<file path="src/rtl/execute_stage_pkg.sv">
// Shared types for the execute stage: RF address/data words, ALU opcodes,
// operand-select encodings and the two pipe-register layouts.
package execute_stage_pkg;

    localparam int PKG_DATA_W = 16;
    localparam int PKG_ADRS_W = 3;

    typedef logic [PKG_ADRS_W-1:0] t_RFadrs;
    typedef logic [PKG_DATA_W-1:0] t_data;

    typedef enum logic [2:0] {
        ALU_ADD  = 3'd0,
        ALU_SUB  = 3'd1,
        ALU_AND  = 3'd2,
        ALU_OR   = 3'd3,
        ALU_XOR  = 3'd4,
        ALU_SHL  = 3'd5,
        ALU_SHR  = 3'd6,
        ALU_PASS = 3'd7
    } t_ALUop;

    localparam logic SRC1_DAT  = 1'b0;
    localparam logic SRC1_ZERO = 1'b1;
    localparam logic SRC2_DAT  = 1'b0;
    localparam logic SRC2_IMM  = 1'b1;

    // An all-zero value of either struct is a bubble.
    typedef struct packed {
        logic    wr_en;
        logic    dataoutv;
        t_ALUop  alu_op;
        logic    src1_sel;
        logic    src2_sel;
        t_RFadrs src1;
        t_RFadrs src2;
        t_RFadrs dst;
        t_data   dat1;
        t_data   dat2;
        t_data   imm;
    } t_IDtoEX;

    typedef struct packed {
        logic    wr_en;
        logic    dataoutv;
        t_RFadrs dst;
        t_data   data;
    } t_EXtoWB;

endpackage

</file>
<file path="src/rtl/execute_stage_alu.sv">
// Combinational ALU; all arithmetic wraps modulo 2^DATA_W.
module alu
    import execute_stage_pkg::*;
#(
    parameter int DATA_W = PKG_DATA_W
) (
    input  t_ALUop            op,
    input  logic [DATA_W-1:0] a,
    input  logic [DATA_W-1:0] b,
    output logic [DATA_W-1:0] y
);

    localparam int SH_W = $clog2(DATA_W);

    logic [SH_W-1:0] sh;
    assign sh = b[SH_W-1:0];

    always_comb begin
        y = b;
        case (op)
            ALU_ADD:  y = a + b;
            ALU_SUB:  y = a - b;
            ALU_AND:  y = a & b;
            ALU_OR:   y = a | b;
            ALU_XOR:  y = a ^ b;
            ALU_SHL:  y = a << sh;
            ALU_SHR:  y = a >> sh;
            ALU_PASS: y = b;
            default:  y = b;
        endcase
    end

endmodule

</file>
<file path="src/rtl/execute_stage.sv">
// Execute stage: ID/EX capture with RF-bypass forwarding, x1 ALU with
// EX/WB forwarding, and the EX/WB register driving write-back and dataout.
module execute_stage
    import execute_stage_pkg::*;
#(
    parameter int DATA_W = PKG_DATA_W,
    parameter int ADRS_W = PKG_ADRS_W
) (
    input  logic              clock,
    input  logic              reset,
    input  logic              internal_reset,
    input  logic              stalled,
    input  logic              ALUsrc1x0,
    input  logic              ALUsrc2x0,
    input  logic [2:0]        ALUopx0,
    input  logic              wr_enx0,
    input  logic              dataoutvx0,
    input  logic [DATA_W-1:0] dat1x0,
    input  logic [DATA_W-1:0] dat2x0,
    input  logic [ADRS_W-1:0] src1x0,
    input  logic [ADRS_W-1:0] src2x0,
    input  logic [DATA_W-1:0] immx0,
    input  logic [ADRS_W-1:0] dstx0,
    output logic [ADRS_W-1:0] dstx2,
    output logic [DATA_W-1:0] dataoutx2,
    output logic              wr_enx2,
    output logic [DATA_W-1:0] dataout,
    output logic              dataoutv
);

    t_IDtoEX idex, idex_next;
    t_EXtoWB exwb;

    logic [DATA_W-1:0] opd1, opd2, opa, opb, alu_y;

    // The RF write at x2 lands in the same cycle as the x0 read, so the
    // read data is stale for a matching address and must be bypassed here.
    always_comb begin
        idex_next = '0;
        if (!stalled && !internal_reset) begin
            idex_next.wr_en    = wr_enx0;
            idex_next.dataoutv = dataoutvx0;
            idex_next.alu_op   = t_ALUop'(ALUopx0);
            idex_next.src1_sel = ALUsrc1x0;
            idex_next.src2_sel = ALUsrc2x0;
            idex_next.src1     = src1x0;
            idex_next.src2     = src2x0;
            idex_next.dst      = dstx0;
            idex_next.imm      = immx0;
            idex_next.dat1     = (exwb.wr_en && exwb.dst == src1x0) ? exwb.data : dat1x0;
            idex_next.dat2     = (exwb.wr_en && exwb.dst == src2x0) ? exwb.data : dat2x0;
        end
    end

    // The EX/WB entry is the younger producer, so it overrides the captured value.
    assign opd1 = (exwb.wr_en && exwb.dst == idex.src1) ? exwb.data : idex.dat1;
    assign opd2 = (exwb.wr_en && exwb.dst == idex.src2) ? exwb.data : idex.dat2;
    assign opa  = (idex.src1_sel == SRC1_ZERO) ? '0 : opd1;
    assign opb  = (idex.src2_sel == SRC2_IMM) ? idex.imm : opd2;

    alu #(.DATA_W(DATA_W)) u_alu (
        .op (idex.alu_op),
        .a  (opa),
        .b  (opb),
        .y  (alu_y)
    );

    always_ff @(posedge clock or posedge reset) begin
        if (reset) begin
            idex <= '0;
            exwb <= '0;
        end else begin
            idex <= idex_next;
            if (internal_reset)
                exwb <= '0;
            else begin
                exwb.wr_en    <= idex.wr_en;
                exwb.dataoutv <= idex.dataoutv;
                exwb.dst      <= idex.dst;
                exwb.data     <= alu_y;
            end
        end
    end

    assign dstx2     = exwb.dst;
    assign dataoutx2 = exwb.data;
    assign wr_enx2   = exwb.wr_en;
    assign dataout   = exwb.data;
    assign dataoutv  = exwb.dataoutv;

endmodule

</file>
<file path="config.mk">
export PLATFORM = sky130hd
export DESIGN_NAME = execute_stage
export DESIGN_NICKNAME = d
export VERILOG_FILES = /design/src/rtl/execute_stage_pkg.sv /design/src/rtl/execute_stage_alu.sv /design/src/rtl/execute_stage.sv
export SDC_FILE = /design/constraint.sdc
export NUM_CORES = 1
export LEC_CHECK = 0
export CAP_MARGIN = 25
export CORE_ASPECT_RATIO = 0.9
export CORE_MARGIN = 2
export CORE_UTILIZATION = 54
export CTS_BUF_LIST = sky130_fd_sc_hd__clkbuf_8
export CTS_CLUSTER_SIZE = 10
export DETAILED_ROUTE_END_ITERATION = 8
export PLACE_DENSITY = 0.8
export SYNTH_ARGS = -nofsm -noshare
export SYNTH_HDL_FRONTEND = slang
export SYNTH_SLANG_ARGS = --single-unit
export TNS_END_PERCENT = 20
</file>
<file path="constraint.sdc">
create_clock -name clock -period 4.65 [get_ports clock]
set_input_delay 0.93 -clock clock [delete_from_list [all_inputs] [get_ports clock]]
set_output_delay 0.93 -clock clock [all_outputs]
set_load 0.005 [all_outputs]
</file>
==> metrics.json <==
{
  "die_w": {"value": 124, "unit": "um"},
  "route.detailed.drc": {"value": 0},
  "clkSinkCount": {"value": 85},
  "buffer_ports.inserted": {"value": 104},
  "number_of_synthesis_warnings": {"value": 0},
  "worstPathMaxFanout": {"value": 7},
  "worst-slew-pin-transition": {"value": 1.01, "unit": "ns"},
  "floorplan.initialDensity": {"value": 55.4, "unit": "%"},
  "seqPwrFrac": {"value": 37.4, "unit": "%"},
  "finalCriticalPeriod": {"value": 4.32, "unit": "ns"},
  "min-delay-start": {"value": "idex[50]$_DFF_PP0_"},
  "die-area": {"value": 0.0139, "unit": "sq mm"},
  "worst_vdd_ir": {"value": 0.194, "unit": "mV"},
  "cp-start-kind": {"value": "register"},
  "worst_path_dominant_cell_family": {"value": "compound AO/OA/AOI/OAI gates"},
  "final_cell_mix": {"value": "clkdlybuf4s50_1, nor2_1, dfrtp_1"},
  "post-layout-total-power": {"value": 2.29, "unit": "mW"},
  "final-setup-viol-count": {"value": 0},
  "final_common_cell": {"value": "clkdlybuf4s50_1"},
  "synth-edff-count": {"value": 0},
  "synth.yosys.seq_area_share": {"value": 30.3, "unit": "%"},
  "cts_max_path_buffers": {"value": 2},
  "status": {"value": "completed"},
  "met3_capacity_usage_during_global_routing": {"value": 4.91, "unit": "%"},
  "cp_num_buf_inv": {"value": 0},
  "clock_insertion_delay_worst_skew": {"value": 0.37, "unit": "ns"},
  "initial_antenna_violation_count": {"value": 0},
  "cap_violations": {"value": 0},
  "synth_top_cell_area_share": {"value": 30.3, "unit": "%"},
  "worst_path_max_delay_cell": {"value": "dfrtp_1"},
  "synth.ff_latch_count": {"value": 85},
  "design.portCount": {"value": 105},
  "swShare": {"value": 33.2, "unit": "%"},
  "worst_hold_path_type": {"value": "register to register"},
  "final_nets": {"value": 1017},
  "synthesized_instance_count": {"value": 821},
  "timing.rr.end": {"value": "dataout[15]$_DFF_PP0_"},
  "grt_start_max_net_pins": {"value": 56},
  "antennaDiodeCount": {"value": 0},
  "vias_per_cell": {"value": 6.23},
  "dp_hpwl": {"value": 16000, "unit": "um"},
  "synthToLayoutAreaGrowth": {"value": 20.8, "unit": "%"},
  "cts_hold_buffers": {"value": 0},
  "synth-main-ff-cell": {"value": "dfrtp_1"},
  "power_density": {"value": 270, "unit": "mW/mm^2"},
  "slowest_delay": {"value": 0.48, "unit": "ns"},
  "timing_limited_maximum_frequency": {"value": 231, "unit": "MHz"},
  "critical_path_required": {"value": 4.91, "unit": "ns"},
  "power.net_switching": {"value": 761, "unit": "uW"},
  "end_kind": {"value": "register"},
  "gr-total-overflow": {"value": 0},
  "synth_nets": {"value": 937},
  "post_synth_main_area_contributors": {"value": "dfrtp_1, mux2i_1, ha_1"},
  "syn_area": {"value": 0.00702, "unit": "sq mm"},
  "r2r_slack": {"value": 0.33, "unit": "ns"},
  "grtUsageTotal": {"value": 31.7, "unit": "%"},
  "clock_tree.root_cell": {"value": "clkbuf_8"},
  "placeableCoreArea": {"value": 0.0127, "unit": "sq mm"},
  "nFillCells": {"value": 1059},
  "groute.layer.met1.usage": {"value": 41.8, "unit": "%"},
  "die_h": {"value": 112, "unit": "um"},
  "clock_skew": {"value": 0.00817, "unit": "ns"},
  "vias": {"value": 6661},
  "drt-wirelength-per-cell": {"value": 20.6, "unit": "um"},
  "grt_pass1_wl": {"value": 35300, "unit": "um"},
  "grt_setup_unrepaired": {"value": "false"},
  "use_met2": {"value": 53.0, "unit": "%"},
  "whs_endpoint": {"value": "dstx2[2]$_DFF_PP0_"},
  "number_of_standard_cell_rows_in_the_floorplan": {"value": 39},
  "critical_path_cell_by_cell": {"value": "xnor2_2 -> nand4_1 -> mux2i_1 -> o21ai_0 -> nor4_4 -> nor2_1 -> xnor2_1 -> ha_1 -> a21o_1 -> a21o_1 -> nand2_1 -> nand2_1 -> a41o_1 -> o41ai_2 -> o21ai_0 -> xnor2_1 -> a221oi_2"},
  "hold-path-cell-count": {"value": 1},
  "tritoncts.num_buffers": {"value": 9},
  "rr_startpoint": {"value": "dstx2[2]$_DFF_PP0_"},
  "vias_in_the_first_global_route": {"value": 6562},
  "non_filler_instance_count_after_layout": {"value": 1070},
  "timing.max_slew.rel_slack": {"value": 32.5, "unit": "%"},
  "p_clk_share": {"value": 29.0, "unit": "%"},
  "fin_tns_setup": {"value": 0, "unit": "ns"},
  "leakage": {"value": 4.02, "unit": "nW"},
  "global_route.peak_usage_layer": {"value": "met2"},
  "drt_first_iter_violations": {"value": 606},
  "syn_area_per_cell": {"value": 8.55, "unit": "sq um"},
  "final-max-slew-violation-count": {"value": 0},
  "p_int": {"value": 1.53, "unit": "mW"},
  "total_length_of_routed_wires": {"value": 22000, "unit": "um"},
  "cell_total_after_placement": {"value": 1053},
  "crit_arrival": {"value": 4.58, "unit": "ns"},
  "synth.largest_area_cell": {"value": "dfrtp_1"},
  "cts_htree_levels": {"value": 3},
  "drt_first_pass_iters": {"value": 6},
  "drive_gt1_share": {"value": 8.83, "unit": "%"},
  "cts.reportedPaths.clkPinSlew": {"value": 0.09, "unit": "ns"},
  "place_congestion": {"value": 0.968},
  "postCtsSetupRepairBufs": {"value": 0},
  "setup.worst_path.class": {"value": "register to register"},
  "comb_power_share": {"value": 33.6, "unit": "%"},
  "antenna_left": {"value": 0},
  "synth.distinct_cells": {"value": 60},
  "asyncSetResetFlopFracSynth": {"value": 100, "unit": "%"},
  "final_critical_path_share_of_the_clock_period": {"value": 93.0, "unit": "%"},
  "hold_fails_final_rpt": {"value": 0},
  "reg2regPathDepth": {"value": 17},
  "cts_tree": {"value": "done"}
}
-- worst max path at each step --
stage / start / endpoint / slack, ns / cells past startpoint
after floorplan: dstx2[1]$_DFF_PP0_ / dataout[15]$_DFF_PP0_ / 0.31 / 20
after global routing: dstx2[2]$_DFF_PP0_ / dataout[14]$_DFF_PP0_ / 0.02 / 14
final: dstx2[2]$_DFF_PP0_ / dataout[15]$_DFF_PP0_ / 0.33 / 17
after CTS: dstx2[2]$_DFF_PP0_ / dataout[14]$_DFF_PP0_ / 0.09 / 16
after detailed placement: dstx2[2]$_DFF_PP0_ / dataout[14]$_DFF_PP0_ / 0.15 / 16
after global placement: dstx2[1]$_DFF_PP0_ / dataout[13]$_DFF_PP0_ / 0.26 / 18
-- cell families (layout without fill, tap and decap cells) --
| logic type | Yosys count | count (layout) | synth area share [%] |
|---|---|---|---|
| simple gates | 239 | 239 | 16.2 |
| fa+ha+maj | 48 | 48 | 8.66 |
| mux | 84 | 84 | 12.1 |
| flops | 85 | 85 | 30.3 |
| buf+inv | 107 | 192 | 7.11 |
| xor+xnor | 42 | 42 | 5.56 |
| compound gates | 216 | 216 | 20.1 |
-- layout make-up --
class                      instances  area, sq um  area share, %
multi-input combinational        629         4440           52.3
sequential                        85         2130           25.1
timing repair buffer             139         1320           15.6
tap                              164          205           2.42
inverter                          37          140           1.65
clock inverter                     7          130           1.53
clock buffer                       9          124           1.46
-- routing by layer --
layer,vias to the layer above,wire length [um]
met2,375,10400
met1,3181,9050
met3,63,1740
li1,3042,-
met5,-,0
met4,0,773
-- per-stage QoR --
stage	hold WS [ns]	area (sq um)	util (%)	worst slack, ns
floorplan	0.439	7020	-	0.308
global placement	0.444	8190	64.6	0.257
detailed placement	0.455	8190	64.6	0.154
CTS	0.477	8450	66.6	0.0874
global route	0.491	8490	66.9	0.0168
finish	0.469	8490	66.9	0.327
-- flip-flops by register name, indices dropped and copies added, names as in the netlist --
name      flops
idex         64
wr_enx2       1
dataoutv      1
dstx2         3
dataout      16
-- Yosys cell counts, types with 3 or more instances --
library cell,number
dfrtp_1,85
nor2_1,85
mux2i_1,75
a21oi_1,60
nand2_1,56
o21ai_0,56
ha_1,47
and2_1,37
inv_1,34
clkbuf_1,33
xnor2_1,32
buf_4,20
nor3_1,20
a221oi_1,14
o211ai_1,13
a211oi_1,12
a31oi_1,12
buf_2,12
mux2_2,9
nand2b_1,8
nand3_1,7
xor2_1,7
a21o_1,6
a311oi_1,6
nor2b_1,6
a41oi_1,5
o21a_1,5
buf_1,4
nand4_1,4
or2_2,4
and3_1,3
o21ai_1,3
o41ai_1,3
or3_1,3
xnor2_2,3
-- repair_timing --
action	in CTS	in global routing
gates resized for setup	0	3
hold endpoints to repair	0	0
setup endpoints to repair	0	5
-- power by group through the flow --
| stage | clock [mW] | sequential, mW | combinational, mW |
|---|---|---|---|
| 6_report | 0.665 | 0.857 | 0.769 |
| 5_1_grt | 0.704 | 0.863 | 0.838 |
| 4_1_cts | 0.672 | 0.856 | 0.755 |
| 3_5_place_dp | 0 | 0.870 | 0.747 |
| 3_3_place_gp | 0 | 0.868 | 0.742 |
| 2_1_floorplan | 0 | 0.844 | 0.493 |
-- worst register-to-register path, cell delays in order (launching register included) --
cell and delay (ns):
dfrtp_1 0.48, xnor2_2 0.37, nand4_1 0.35, mux2i_1 0.24, o21ai_0 0.23, nor4_4 0.43
nor2_1 0.09, xnor2_1 0.15, ha_1 0.35, a21o_1 0.18, a21o_1 0.18, nand2_1 0.07
nand2_1 0.05, a41o_1 0.23, o41ai_2 0.26, o21ai_0 0.17, xnor2_1 0.16, a221oi_2 0.23
(Power assumes the default switching activity.)
